File: config.mk
export PLATFORM = sky130hd
export DESIGN_NAME = keypad_event_ctrl
export DESIGN_NICKNAME = d
export VERILOG_FILES = /design/src/rtl/keypad_event_ctrl.sv
export SDC_FILE = /design/constraint.sdc
export NUM_CORES = 1
export LEC_CHECK = 0
export CORE_MARGIN = 1
export CORE_UTILIZATION = 50
export CTS_BUF_LIST = sky130_fd_sc_hd__clkbuf_8
export CTS_CLUSTER_DIAMETER = 40
export DETAILED_ROUTE_END_ITERATION = 12
export PLACE_DENSITY_LB_ADDON = 0.25
export RECOVER_POWER = 50
export SLEW_MARGIN = 20
export SYNTH_ARGS = -nofsm -noshare
export SYNTH_HDL_FRONTEND = slang
export SYNTH_SLANG_ARGS = --single-unit
File: constraint.sdc
create_clock -name clock -period 2.14 [get_ports clock]
set_clock_uncertainty 0.1 [all_clocks]
set_input_delay 0.428 -clock clock [delete_from_list [all_inputs] [get_ports clock]]
set_output_delay 0.428 -clock clock [all_outputs]
set_load 0.02 [all_outputs]
File: src/rtl/keypad_event_ctrl.sv
// Hex keypad sequencer: scan pacing, press/release debounce, key event FIFO.
// Optional auto-repeat while a key is held is built when KEYPAD_REPEAT_EN is defined.
module keypad_event_ctrl #(
   parameter int SCAN_DIV     = 16,
   parameter int DEBOUNCE_CYC = 8,
   parameter int FIFO_DEPTH   = 4
`ifdef KEYPAD_REPEAT_EN
   ,
   parameter int REPEAT_DLY   = 64,
   parameter int REPEAT_RATE  = 16
`endif
) (
   input  logic                          clock,
   input  logic                          reset,
   input  logic                          enable,
   output logic                          scan_tick,
   input  logic                          kp_valid,
   input  logic [3:0]                    kp_code,
   input  logic                          kp_pressed,
   output logic                          key_valid,
   output logic [3:0]                    key_code,
   input  logic                          key_ready,
   output logic [$clog2(FIFO_DEPTH):0]   fifo_level,
   output logic                          overflow,
   input  logic                          ovf_clr
);

   localparam int PW = (SCAN_DIV > 1) ? $clog2(SCAN_DIV) : 1;
   localparam int DW = $clog2(DEBOUNCE_CYC + 1);
   localparam int AW = $clog2(FIFO_DEPTH);
   localparam int LW = AW + 1;

   localparam logic [PW-1:0] PRE_LAST = PW'(SCAN_DIV - 1);
   localparam logic [DW-1:0] DB_LAST  = DW'(DEBOUNCE_CYC - 1);
   localparam logic [LW-1:0] LVL_FULL = LW'(FIFO_DEPTH);

   // ------------------------------------------------------------------
   // Scan prescaler
   // ------------------------------------------------------------------
   logic [PW-1:0] pre_cnt;

   always_ff @(posedge clock or negedge reset) begin
      if (!reset) begin
         pre_cnt <= '0;
      end else if (!enable) begin
         pre_cnt <= '0;
      end else if (pre_cnt == PRE_LAST) begin
         pre_cnt <= '0;
      end else begin
         pre_cnt <= pre_cnt + PW'(1);
      end
   end

   assign scan_tick = enable && (pre_cnt == PRE_LAST);

   // ------------------------------------------------------------------
   // Debounce / event FSM
   // ------------------------------------------------------------------
   typedef enum logic [1:0] {
      IDLE     = 2'd0,
      PRESS_DB = 2'd1,
      HELD     = 2'd2,
      REL_DB   = 2'd3
   } state_t;

   state_t        state;
   logic [DW-1:0] dcnt;
   logic [3:0]    cand;
   logic          push;
   logic          rpt_hit;

`ifdef KEYPAD_REPEAT_EN
   localparam int RW = $clog2(REPEAT_DLY + REPEAT_RATE + 1);
   localparam logic [RW-1:0] RPT_FIRST = RW'(REPEAT_DLY - 1);
   localparam logic [RW-1:0] RPT_NEXT  = RW'(REPEAT_DLY + REPEAT_RATE - 1);
   localparam logic [RW-1:0] RPT_BASE  = RW'(REPEAT_DLY);

   logic [RW-1:0] rcnt;

   // rcnt counts held ticks; after the first repeat it cycles REPEAT_DLY..REPEAT_DLY+REPEAT_RATE-1
   always_ff @(posedge clock or negedge reset) begin
      if (!reset) begin
         rcnt <= '0;
      end else if (!enable || state != HELD) begin
         rcnt <= '0;
      end else if (scan_tick) begin
         if (!kp_pressed) begin
            rcnt <= '0;
         end else if (rcnt == RPT_NEXT) begin
            rcnt <= RPT_BASE;
         end else begin
            rcnt <= rcnt + RW'(1);
         end
      end
   end

   assign rpt_hit = (state == HELD) && scan_tick && kp_pressed &&
                    ((rcnt == RPT_FIRST) || (rcnt == RPT_NEXT));
`else
   assign rpt_hit = 1'b0;
`endif

   always_ff @(posedge clock or negedge reset) begin
      if (!reset) begin
         state <= IDLE;
         dcnt  <= '0;
         cand  <= 4'h0;
         push  <= 1'b0;
      end else begin
         push <= 1'b0;
         if (!enable) begin
            state <= IDLE;
            dcnt  <= '0;
         end else begin
            case (state)
               IDLE: begin
                  if (kp_valid) begin
                     cand  <= kp_code;
                     dcnt  <= '0;
                     state <= PRESS_DB;
                  end
               end
               PRESS_DB: begin
                  // A different code during qualification restarts on the new key
                  if (kp_valid && (kp_code != cand)) begin
                     cand <= kp_code;
                     dcnt <= '0;
                  end else if (scan_tick) begin
                     if (!kp_pressed) begin
                        state <= IDLE;
                        dcnt  <= '0;
                     end else if (dcnt == DB_LAST) begin
                        push  <= 1'b1;
                        state <= HELD;
                        dcnt  <= '0;
                     end else begin
                        dcnt <= dcnt + DW'(1);
                     end
                  end
               end
               HELD: begin
                  if (scan_tick) begin
                     if (!kp_pressed) begin
                        state <= REL_DB;
                        dcnt  <= '0;
                     end else if (rpt_hit) begin
                        push <= 1'b1;
                     end
                  end
               end
               REL_DB: begin
                  if (scan_tick) begin
                     if (kp_pressed) begin
                        state <= HELD;
                        dcnt  <= '0;
                     end else if (dcnt == DB_LAST) begin
                        state <= IDLE;
                        dcnt  <= '0;
                     end else begin
                        dcnt <= dcnt + DW'(1);
                     end
                  end
               end
               default: begin
                  state <= IDLE;
                  dcnt  <= '0;
               end
            endcase
         end
      end
   end

   // ------------------------------------------------------------------
   // Key event FIFO
   // ------------------------------------------------------------------
   logic [3:0]    mem [FIFO_DEPTH];
   logic [AW-1:0] wr_ptr;
   logic [AW-1:0] rd_ptr;
   logic [LW-1:0] level;
   logic          full;
   logic          do_pop;
   logic          do_push;

   assign full    = (level == LVL_FULL);
   assign do_pop  = key_valid && key_ready;
   // A full FIFO still accepts a push when the head leaves in the same cycle
   assign do_push = push && (!full || do_pop);

   always_ff @(posedge clock) begin
      if (do_push) begin
         mem[wr_ptr] <= cand;
      end
   end

   always_ff @(posedge clock or negedge reset) begin
      if (!reset) begin
         wr_ptr   <= '0;
         rd_ptr   <= '0;
         level    <= '0;
         overflow <= 1'b0;
      end else begin
         if (do_push) begin
            wr_ptr <= wr_ptr + AW'(1);
         end
         if (do_pop) begin
            rd_ptr <= rd_ptr + AW'(1);
         end
         if (do_push && !do_pop) begin
            level <= level + LW'(1);
         end else if (do_pop && !do_push) begin
            level <= level - LW'(1);
         end
         if (push && !do_push) begin
            overflow <= 1'b1;
         end else if (ovf_clr) begin
            overflow <= 1'b0;
         end
      end
   end

   assign key_valid  = (level != '0);
   assign key_code   = key_valid ? mem[rd_ptr] : 4'h0;
   assign fifo_level = level;

endmodule

-- Word-level counts from Yosys, hierarchy flattened
Memory sizes are Yosys's and may differ from the RTL's.
Cells that the tools add are included.
- $add $sub $neg: 6
- equal/unequal tests: 18
- mux-type cells: 41
- reduce and logical (&&, ||, !) cells: 19
- operators by type and width (kind ; count):
    two-way mux 4 bit ; 15
    two-way mux 2 bit ; 11
    != test 3 bit (second input constant) ; 6
    case mux 4 bit (4 select lines) ; 1
    != test 4 bit (second input constant) ; 3
    two-way mux 1 bit ; 10
    adder 4 x 1 -> 4 bit (second input constant) ; 2
    case mux 2 bit (4 select lines) ; 1
    case mux 4 bit (2 select lines) ; 1
    AND reduction 8 bit ; 1
    logical AND 1 bit ; 7
    two-way mux 3 bit ; 2
    nonzero test 2 bit ; 3
    AND reduction 5 bit ; 1
    adder 2 x 1 -> 2 bit (second input constant) ; 2
    == test 2 bit (second input constant) ; 2
    == test 4 x 3 -> 1 bit (second input constant) ; 1
    == test 4 bit (second input constant) ; 1
    != test 2 bit (second input constant) ; 2
    != test 4 bit ; 1
    AND reduction 4 bit ; 1
    adder 3 x 1 -> 3 bit (second input constant) ; 1
    == test 3 bit (second input constant) ; 1
    logical NOT 1 bit ; 3
    5 further kinds ; 5
- register bits: 23
- memory bits (writable): 16
- bits of input ports: 11
- memories kept: 1
- memory list (memory ; words ; bits a word ; read ports ; clocked after memory_dff ; wr ports ; RTL line ; source):
    mem ; 4 ; 4 ; 1 ; 0 ; 1 ; 176 ; logic [3:0] mem [FIFO_DEPTH];

-- Logic depth before layout (Yosys ltp)
Gate-level depths: netlist of run 1.
- word-level depth: 8
- depth in mapped cells: 9
- mapped depth without buffers: 8

-- Worst setup path before layout of run 1
Ideal clock, no wire load.
- kind: register to register
- from: register level[2], in the netlist fifo_level[2]
- to: register level[2], in the netlist fifo_level[2]
- data arrival time: 2172 ps
- data required time: 1960 ps
- path slack: -212 ps
- stages on the path, launching flop included: 10
- buffers on the path: 1
- clock period less this slack: 2352 ps
- path through: dfrtp_1 or3_1 clkbuf_1 nand2_1 ha_1 inv_1 fa_1 xor2_1 nor2_1 xor2_1
- word-level cells in the longest chain between the ends: 7
- elaborated cells between the ends (all ways): 15
- ends and longest elaborated chain (element ; RTL line ; source):
    from (decl) ; 179 ; logic [LW-1:0] level;
    from (signal assigned) ; 209 ; level <= level + LW'(1);
    from (signal assigned) ; 211 ; level <= level - LW'(1);
    nonzero test 3 bit * ; 221 ; assign key_valid = (level != '0);
    net key_valid ; 20 ; output logic key_valid,
    logical AND 1 bit * ; 185 ; assign do_pop = key_valid && key_ready;
    logical OR 1 bit ; 187 ; assign do_push = push && (!full || do_pop);
    logical AND 1 bit ; 187 ;
    logical NOT 1 bit ; 210 ; end else if (do_pop && !do_push) begin
    logical AND 1 bit ; 210 ;
    nonzero test 2 bit (no source line) ; n/a ;
Mark *: on every way through the listed nets, which the timed path passes. The rest lies on a longest branch. The select of a mux whose other input is x is not followed.
A chain may end at the register's enable or synchronous reset.

-- Final worst setup path of run 1
- from: register rd_ptr[0]
- to: output port key_code[2]
- word-level cells in the longest chain between the ends: 2
- ends and longest elaborated chain (element ; RTL line ; source):
    from (decl) ; 178 ; logic [AW-1:0] rd_ptr;
    from (signal assigned) ; 206 ; rd_ptr <= rd_ptr + AW'(1);
    memory read (4 x 4 bit) ; n/a ;
    two-way mux 4 bit ; 222 ; assign key_code = key_valid ? mem[rd_ptr] : 4'h0;
    to (decl) ; 21 ; output logic [3:0] key_code,
Every way passes these cells.

==> results of run 1 <==
[worst paths after layout]
| kind | to | slack, ps | cells past startpoint |
|---|---|---|---|
| min in group asynchronous | dcnt[0]$_DFFE_PN0P_ | 810 | 2 |
| hold reg to reg | overflow$_DFFE_PN0P_ | 390 | 2 |
| setup reg to reg | fifo_level[2]$_DFFE_PN0P_ | 70 | 8 |
| hold / removal | overflow$_DFFE_PN0P_ | 390 | 2 |
| max in group asynchronous | rd_ptr[0]$_DFFE_PN0P_ | 320 | 2 |
| setup / recovery | key_code[2] | 20 | 4 |
[layout by cell type (no fill, tap or decap), drive strengths merged, types with 6 or more instances in the layout]
cell type	instances
clkdlybuf4s50	12
buf	22
nor2	6
xnor2	9
and2	12
clkbuf	8
nand2	8
ha	7
dfrtp	23
inv	6
edfxtp	16
[cell type report]
class | instances | share of cell area
flip-flops and latches | 39 | 0.437
multi-input cells | 90 | 0.349
repair buffers | 40 | 0.137
clock buffers | 5 | 0.0283
well taps | 46 | 0.0237
clock inverters | 3 | 0.0160
inverters | 6 | 0.00927
[timing repair]
| item | in CTS | in global routing |
|---|---|---|
| pin swaps | 1 | 4 |
| buffers inserted | 2 | 4 |
| cloned | 0 | 0 |
| setup endpoints to repair | 8 | 7 |
| resized for setup | 21 | 11 |
[stage by stage]
| stage | cells | power [W] | worst slack [ps] | area [sq um] | utilization |
|---|---|---|---|---|---|
| 2_1_floorplan | 139 | 0.00143 | -20.7 | 1940 | - |
| 3_3_place_gp | 215 | 0.00172 | -257 | 2270 | 0.656 |
| 3_5_place_dp | 215 | 0.00175 | -387 | 2270 | 0.656 |
| 4_1_cts | 225 | 0.00235 | -40.0 | 2400 | 0.693 |
| 5_1_grt | 229 | 0.00251 | -44.8 | 2430 | 0.700 |
| 6_report | 229 | 0.00239 | 21.0 | 2430 | 0.700 |
[cell families after synthesis]
| logic type | synth area share |
|---|---|
| and+or+nand+nor | 0.134 |
| DFF | 0.557 |
| AOI/OAI and AO/OA | 0.0773 |
| xor gates and xnor gates | 0.0773 |
| buffers and inverters | 0.0198 |
| muxes | 0.0773 |
| adders and majority gates | 0.0568 |
[registers in the layout (all words and copies together), names as in the netlist]
register	count
dcnt	4
cand	4
rd_ptr	2
push	1
wr_ptr	2
state	2
pre_cnt	4
overflow	1
mem	16
fifo_level	3
[per-layer routing]
layer,global-route usage,vias to the layer above,routed length (um)
met5,0,-,0
met4,0.0938,0,74
met3,0.0562,9,109
met2,0.340,21,1760
met1,0.198,575,1220
li1,-,583,-
[power groups by stage]
stage / registers (W) / clock network [W] / logic, W
floorplan: 0.000999 / 0 / 0.000431
global placement: 0.000972 / 0 / 0.000750
detailed placement: 0.000977 / 0 / 0.000773
CTS: 0.000961 / 0.000604 / 0.000783
global route: 0.000975 / 0.000638 / 0.000899
finish: 0.000964 / 0.000593 / 0.000833
[tightest hold or removal path, delay by kind of cell (launching register included)]
kind / cells / cell delay (ps)
compound gates: 1 / 60
flops: 1 / 340
simple gates: 1 / 50
==> flow_summary.toml, run 1 <==
[critical_path]
crit_fanout = 4
start_kind = "register"
crit_family = "multiplexers"
worst_ep_arrival_time_ps = 1590
worstReg2RegStart = "fifo_level[1]$_DFFE_PN0P_"
startpoint = "rd_ptr[0]$_DFFE_PN0P_"
path_cells = "buf_6 -> mux4_2 -> and2_1 -> buf_4"
max_stage_delay_ps = 470
cp.required_ps = 1610
endpoint_kind = "output port"
slowest_stage = "mux4_2"
path_class = "register to output port"
crit_buf_inv = 2

[hold_path]
hp-class = "register to register"
min-delay-start = "push$_DFF_PN0_"

[synthesis]
avgSynthCellArea_sq_um = 13.6
synth.area.top_cells = "dfrtp_1 30%, edfxtp_1 25%, mux4_2 4.8%"
ys.flop_type = "dfrtp_1"
yosys-top-cells-count = "23 x dfrtp_1, 16 x edfxtp_1, 12 x and2_1, 8 x nand2_1, 7 x ha_1"
yosysMostFrequentCell = "dfrtp_1"
synth_top_area_frac = 0.304
synth_nets = 158
netlist_area_sq_um = 1890
ys_seq_elements = 39
ys_async_sr_fraction = 0.590
synth_edf_count = 16
syn_inst = 139
synth.largest_area_cell = "dfrtp_1"
seq_area_frac_synth = 0.557
yosysWarnings = 0
synth.distinct_cells = 39

[layout]
nFillCells = 265
drive_gt1_frac = 0.333
nets = 201
diodes = 0
multi_input_area_sq_um = 848
syn2layout_area_growth_pct = 28.2
regArea_sq_um = 1060

[floorplan]
die_w_um = 63.6
rows = 21
dieArea_sq_um = 4040
core_area_sq_um = 3470
die_h_um = 63.6
initial_core_util = 0.546
ioPinCount = 21

[power]
p_clk_frac = 0.248
swShare = 0.292
internal-power_w = 0.00169
comb_power_share = 0.349
p_seq_frac = 0.403
power.density_nw_per_um2 = 984
ir_worst_vdd_uv = 552
leakage_nw = 1.00
power_switching_w = 0.000699

[clock_network]
cts_root_buffer = "clkbuf_8"
clock_latency_ps = 290
cts_made_buffers = 5
htreeDepth = 2
hold_buffers = 0
clk_pin_slew_worst_paths_ps = 70
clock-sinks = 39
cts_buffer_depth = 2
cts_tree = "yes"

[timing]
slew_headroom = 0.186
fmax_mhz = 472
finalSetupTns_ps = 0
period_share = 0.990
hold_ws_ps = 388
rsz0062_at_grt = "yes"
hold_violations = 0
min_period_ps = 2120
slew_violations = 0
worst_slew_pin_slew_ps = 1220
setup_violations = 0

[run]
max_cap_viol_count = 0

[route]
dr.pass1.iters = 4
antenna_left = 0
drc = 0
dr_total_vias = 1188
vias_per_cell = 5.19
routed_wl_um = 3160
drt-initial-drc-count = 35
wire_per_inst_um = 13.8

[global_route]
grt_pass1_vias = 1261
track_usage = 0.189
antenna_found_initial = 0
overflow = 0
grt_pass1_wl_um = 5660
grt_max_degree = 24

[placement]
gp_congestion = 0.774
dp_hpwl_um = 2380
port_buffers = 20

[status]
outcome = "complete, no violations"
Power figures use the tool's default switching activity.
==> inputs of run 2 (changes only) <==
- clock period: 2.14 -> 2.2 ns (I/O delays scaled with it)
==> flow_summary.toml, run 2 (synthesis gave the netlist of run 1 again) <==
[floorplan]
die_w_um = 63.6
rows = 21
initial_core_util = 0.546
core_area_sq_um = 3470
die_h_um = 63.6
dieArea_sq_um = 4040
ioPinCount = 21

[placement]
dp_slack_ps = -308
placed_area_sq_um = 2260
dp_hpwl_um = 2340
placedCellCount = 214
port_buffers = 20
gp_congestion = 0.781

[clock_network]
clock-sinks = 39
cts_buffer_depth = 2
cts_root_buffer = "clkbuf_8"
clk_pin_slew_worst_paths_ps = 80
cts_tree = "yes"
htreeDepth = 2
clock_latency_ps = 290
cts_made_buffers = 5

[hold_path]
hold_path_depth = 1
min_to = "pre_cnt[0]$_DFF_PN0_"
min-delay-start = "pre_cnt[0]$_DFF_PN0_"
hp-class = "register to register"

[layout]
largest_reg_flops = 16
mostFrequentLayoutCell = "dfrtp_1"
drive_gt1_frac = 0.298
nets = 196
final_cell_mix = "19 x dfrtp_1, 16 x edfxtp_1, 13 x clkdlybuf4s50_1"
stdcell_count = 224
syn2layout_area_growth_pct = 26.6
final_area_sq_um = 2400
diodes = 0
top_register = "mem"

[route]
drc = 0
drt-initial-drc-count = 54
routed_wl_um = 3280
dr_total_vias = 1182
dr.pass1.iters = 4
vias_per_cell = 5.28
antenna_left = 0
wire_per_inst_um = 14.6

[critical_path]
cp.required_ps = 1660
timing.rr.end = "fifo_level[2]$_DFFE_PN0P_"
endpoint_kind = "output port"
path_class = "register to output port"
crit_fanout = 4
worstReg2RegStart = "fifo_level[1]$_DFFE_PN0P_"
start_kind = "register"
r2r_slack_ps = 110
worst_ep_arrival_time_ps = 1600
reg2regPathDepth = 8

[timing]
hold_ws_ps = 387
fmax_mhz = 468
hold_violations = 0
slew_headroom = 0.152
min_period_ps = 2140
slew_violations = 0
worst_slew_pin_slew_ps = 1270
setup_violations = 0
period_share = 0.971
setup_slack_ps = 64.3
rsz0062_at_grt = "yes"

[power]
leakage_nw = 0.981
power.density_nw_per_um2 = 981
ir_worst_vdd_uv = 617

[global_route]
grt_max_degree = 24
grt_pass1_wl_um = 5870
overflow = 0
grt_pass1_vias = 1287
antenna_found_initial = 0
track_usage = 0.196

[status]
outcome = "complete, no violations"

[run]
max_cap_viol_count = 0
-- run 2: cell count changes in the layout (fill, tap and decap cells not counted), sizes merged --
cell	change
buf	-5
clkbuf	-1
bufinv	+1
inv	+1
clkdlybuf4s50	+1
clkinv	-2
-- run 2: area by class of cell --
| type | instances | area (sq um) |
|---|---|---|
| fillers | 275 | 1070 |
| flip-flops and latches | 39 | 1060 |
| multi-input cells | 90 | 837 |
| repair buffers | 35 | 287 |
| clock buffers | 5 | 68.8 |
| clock inverters | 3 | 63.8 |
| well taps | 46 | 57.6 |
| inverters | 6 | 22.5 |
-- run 2: repair_timing --
item                                    4_1_cts  5_1_grt
gates resized for setup                      19        5
hold buffers                                  0        0
pin swaps                                     0        4
endpoints found under the hold margin         0        0
buffers inserted                              2        0
endpoints found under the setup margin        8        5
-- run 2: metal layers --
layer | global-route usage | vias up | wire [um]
met4 | 0.0739 | 0 | 75
met2 | 0.354 | 26 | 1730
met5 | 0 | - | 0
li1 | - | 570 | -
met3 | 0.0543 | 6 | 123
met1 | 0.215 | 580 | 1360
-- run 2: through the flow --
| step | TNS (ps) | power [W] | util |
|---|---|---|---|
| after floorplan | -16.4 | 0.00138 | - |
| after global placement | -734 | 0.00165 | 0.651 |
| after detailed placement | -1000 | 0.00167 | 0.651 |
| after CTS | 0 | 0.00237 | 0.694 |
| after global routing | -3.78 | 0.00246 | 0.691 |
| final | 0 | 0.00235 | 0.691 |
-- run 2: critical path, stage by stage (launching register included) --
cell and delay (ps):
dfrtp_2 370, buf_6 120, mux4_2 490, and2_1 170
buf_2 150
-- run 2: where the power goes --
group | total (W) | internal, W | switching (W)
Combinational | 0.000723 | 0.000394 | 0.000330
Sequential | 0.000934 | 0.000844 | 0.0000898
Clock | 0.000694 | 0.000449 | 0.000246
-- run 2: worst max path at each step --
stage                                    startpoint                         to  slack (ps)
after detailed placement                  key_ready  fifo_level[1]$_DFFE_PN0P_        -310
after CTS                     rd_ptr[0]$_DFFE_PN0P_                key_code[3]           1
after floorplan           fifo_level[0]$_DFFE_PN0P_  fifo_level[2]$_DFFE_PN0P_         -20
final                         rd_ptr[0]$_DFFE_PN0P_                key_code[0]          60
after global placement                    key_ready  fifo_level[1]$_DFFE_PN0P_        -270
after global routing      fifo_level[1]$_DFFE_PN0P_  fifo_level[2]$_DFFE_PN0P_          -4
==> inputs of run 3 (changes only) <==
- CORE_UTILIZATION: 50 -> 58
- MAX_ROUTING_LAYER: unset -> met4
==> flow_summary.toml, run 3 (synthesis gave the netlist of run 1 again) <==
[status]
outcome = "complete, no violations"

[timing]
finalSetupTns_ps = 0
period_share = 0.993
slew_violations = 0
hold_violations = 0
slew_headroom = 0.116
min_period_ps = 2180
setup_violations = 0
worst_slew_pin_slew_ps = 1330
hold_ws_ps = 406
fmax_mhz = 458

[critical_path]
timing.rr.end = "fifo_level[2]$_DFFE_PN0P_"
crit_end = "key_valid"
endpoint_kind = "output port"
reg2regPathDepth = 8
start_kind = "register"
cp.required_ps = 1660
path_class = "register to output port"
startpoint = "fifo_level[1]$_DFFE_PN0P_"
crit_fanout = 6
worst_ep_arrival_time_ps = 1640
worstReg2RegStart = "fifo_level[1]$_DFFE_PN0P_"
r2r_slack_ps = 70

[placement]
dp_hpwl_um = 2520
gp_congestion = 0.805
port_buffers = 20
placedCellCount = 213

[power]
leakage_nw = 0.979
ir_worst_vdd_uv = 550
power.density_nw_per_um2 = 962
total_power_w = 0.00230

[clock_network]
clk_pin_slew_worst_paths_ps = 80
clock_latency_ps = 290
cts_made_buffers = 5
cts_tree = "yes"
cts_buffer_depth = 2
htreeDepth = 2
cts_root_buffer = "clkbuf_8"
hold_buffers = 0
clock-sinks = 39

[route]
dr.pass1.iters = 4
antenna_left = 0
wire_per_inst_um = 15.6
drc = 0
m1WireLength_um = 1430
routed_wl_um = 3500
vias_per_cell = 5.39
dr_wl_met2_um = 1900
wl_met3_um = 125
dr_total_vias = 1208
highest_layer = "met4"
drt-initial-drc-count = 42

[floorplan]
ioPinCount = 21
die_h_um = 59.2
rows = 20
core_area_sq_um = 3080
dieArea_sq_um = 3500
die_w_um = 59.2
initial_core_util = 0.615

[layout]
drive_gt1_frac = 0.306
mostFrequentLayoutCell = "dfrtp_1"
syn2layout_area_growth_pct = 26.4
largest_reg_flops = 16
stdcell_count = 224
nets = 198
diodes = 0
final_cell_mix = "19 x dfrtp_1, 16 x edfxtp_1, 15 x buf_4"
top_register = "mem"

[run]
max_cap_viol_count = 0

[global_route]
grt_pass1_wl_um = 5580
grt_max_degree = 24
grt_pass1_vias = 1252
antenna_found_initial = 0
track_usage = 0.228
overflow = 0

[hold_path]
hp-class = "register to register"
## run 3: cell count changes in the layout (fill, tap and decap cells not counted), sizes merged
cell      before  now
buf           17   19
clkinvlp       0    1
bufinv         2    1
## run 3: per-stage QoR
step                      worst slack (ps)   util  cell area (sq um)
final                                 15.9  0.778               2390
after global routing                 -15.5  0.778               2390
after CTS                             58.5  0.774               2380
after detailed placement              -328  0.735               2260
after global placement                -251  0.735               2260
after floorplan                      -16.4      -               1930
## run 3: per-layer routing
layer / track usage / up-vias
met5: - / -
met4: 0.0714 / 0
met3: 0.0590 / 4
met2: 0.396 / 27
met1: 0.258 / 601
li1: - / 576
## run 3: area by class of cell
type / instances / area (sq um)
clock buffer: 5 / 68.8
clock inverter: 3 / 46.3
fill: 201 / 683
inverter: 6 / 22.5
multi-input combinational: 90 / 843
sequential: 39 / 1060
tap: 44 / 55.1
timing repair buffer: 37 / 298
## run 3: worst min-delay path by stage
stage	from	cells after the start	slack, ps	to
2_1_floorplan	reset	0	40	cand[0]$_DFFE_PN0P_
3_3_place_gp	pre_cnt[0]$_DFF_PN0_	1	370	pre_cnt[0]$_DFF_PN0_
3_5_place_dp	fifo_level[2]$_DFFE_PN0P_	1	390	fifo_level[2]$_DFFE_PN0P_
4_1_cts	fifo_level[2]$_DFFE_PN0P_	1	400	fifo_level[2]$_DFFE_PN0P_
5_1_grt	fifo_level[2]$_DFFE_PN0P_	1	430	fifo_level[2]$_DFFE_PN0P_
6_report	fifo_level[2]$_DFFE_PN0P_	1	410	fifo_level[2]$_DFFE_PN0P_
## run 3: critical path, cell delays in order, from the launching register on
cell           delay, ps
dfrtp_2              440
or3_4                430
buf_4                170
dlygate4sd2_1        310
## run 3: power breakdown
group          internal [W]  switching, W
Clock              0.000341      0.000263
Sequential         0.000844     0.0000965
Combinational      0.000415      0.000345
## run 3: timing repair
item	in CTS	in global routing
setup buffers	2	1
resized for setup	21	2
pin swaps	0	1
endpoints found under the setup margin	8	2
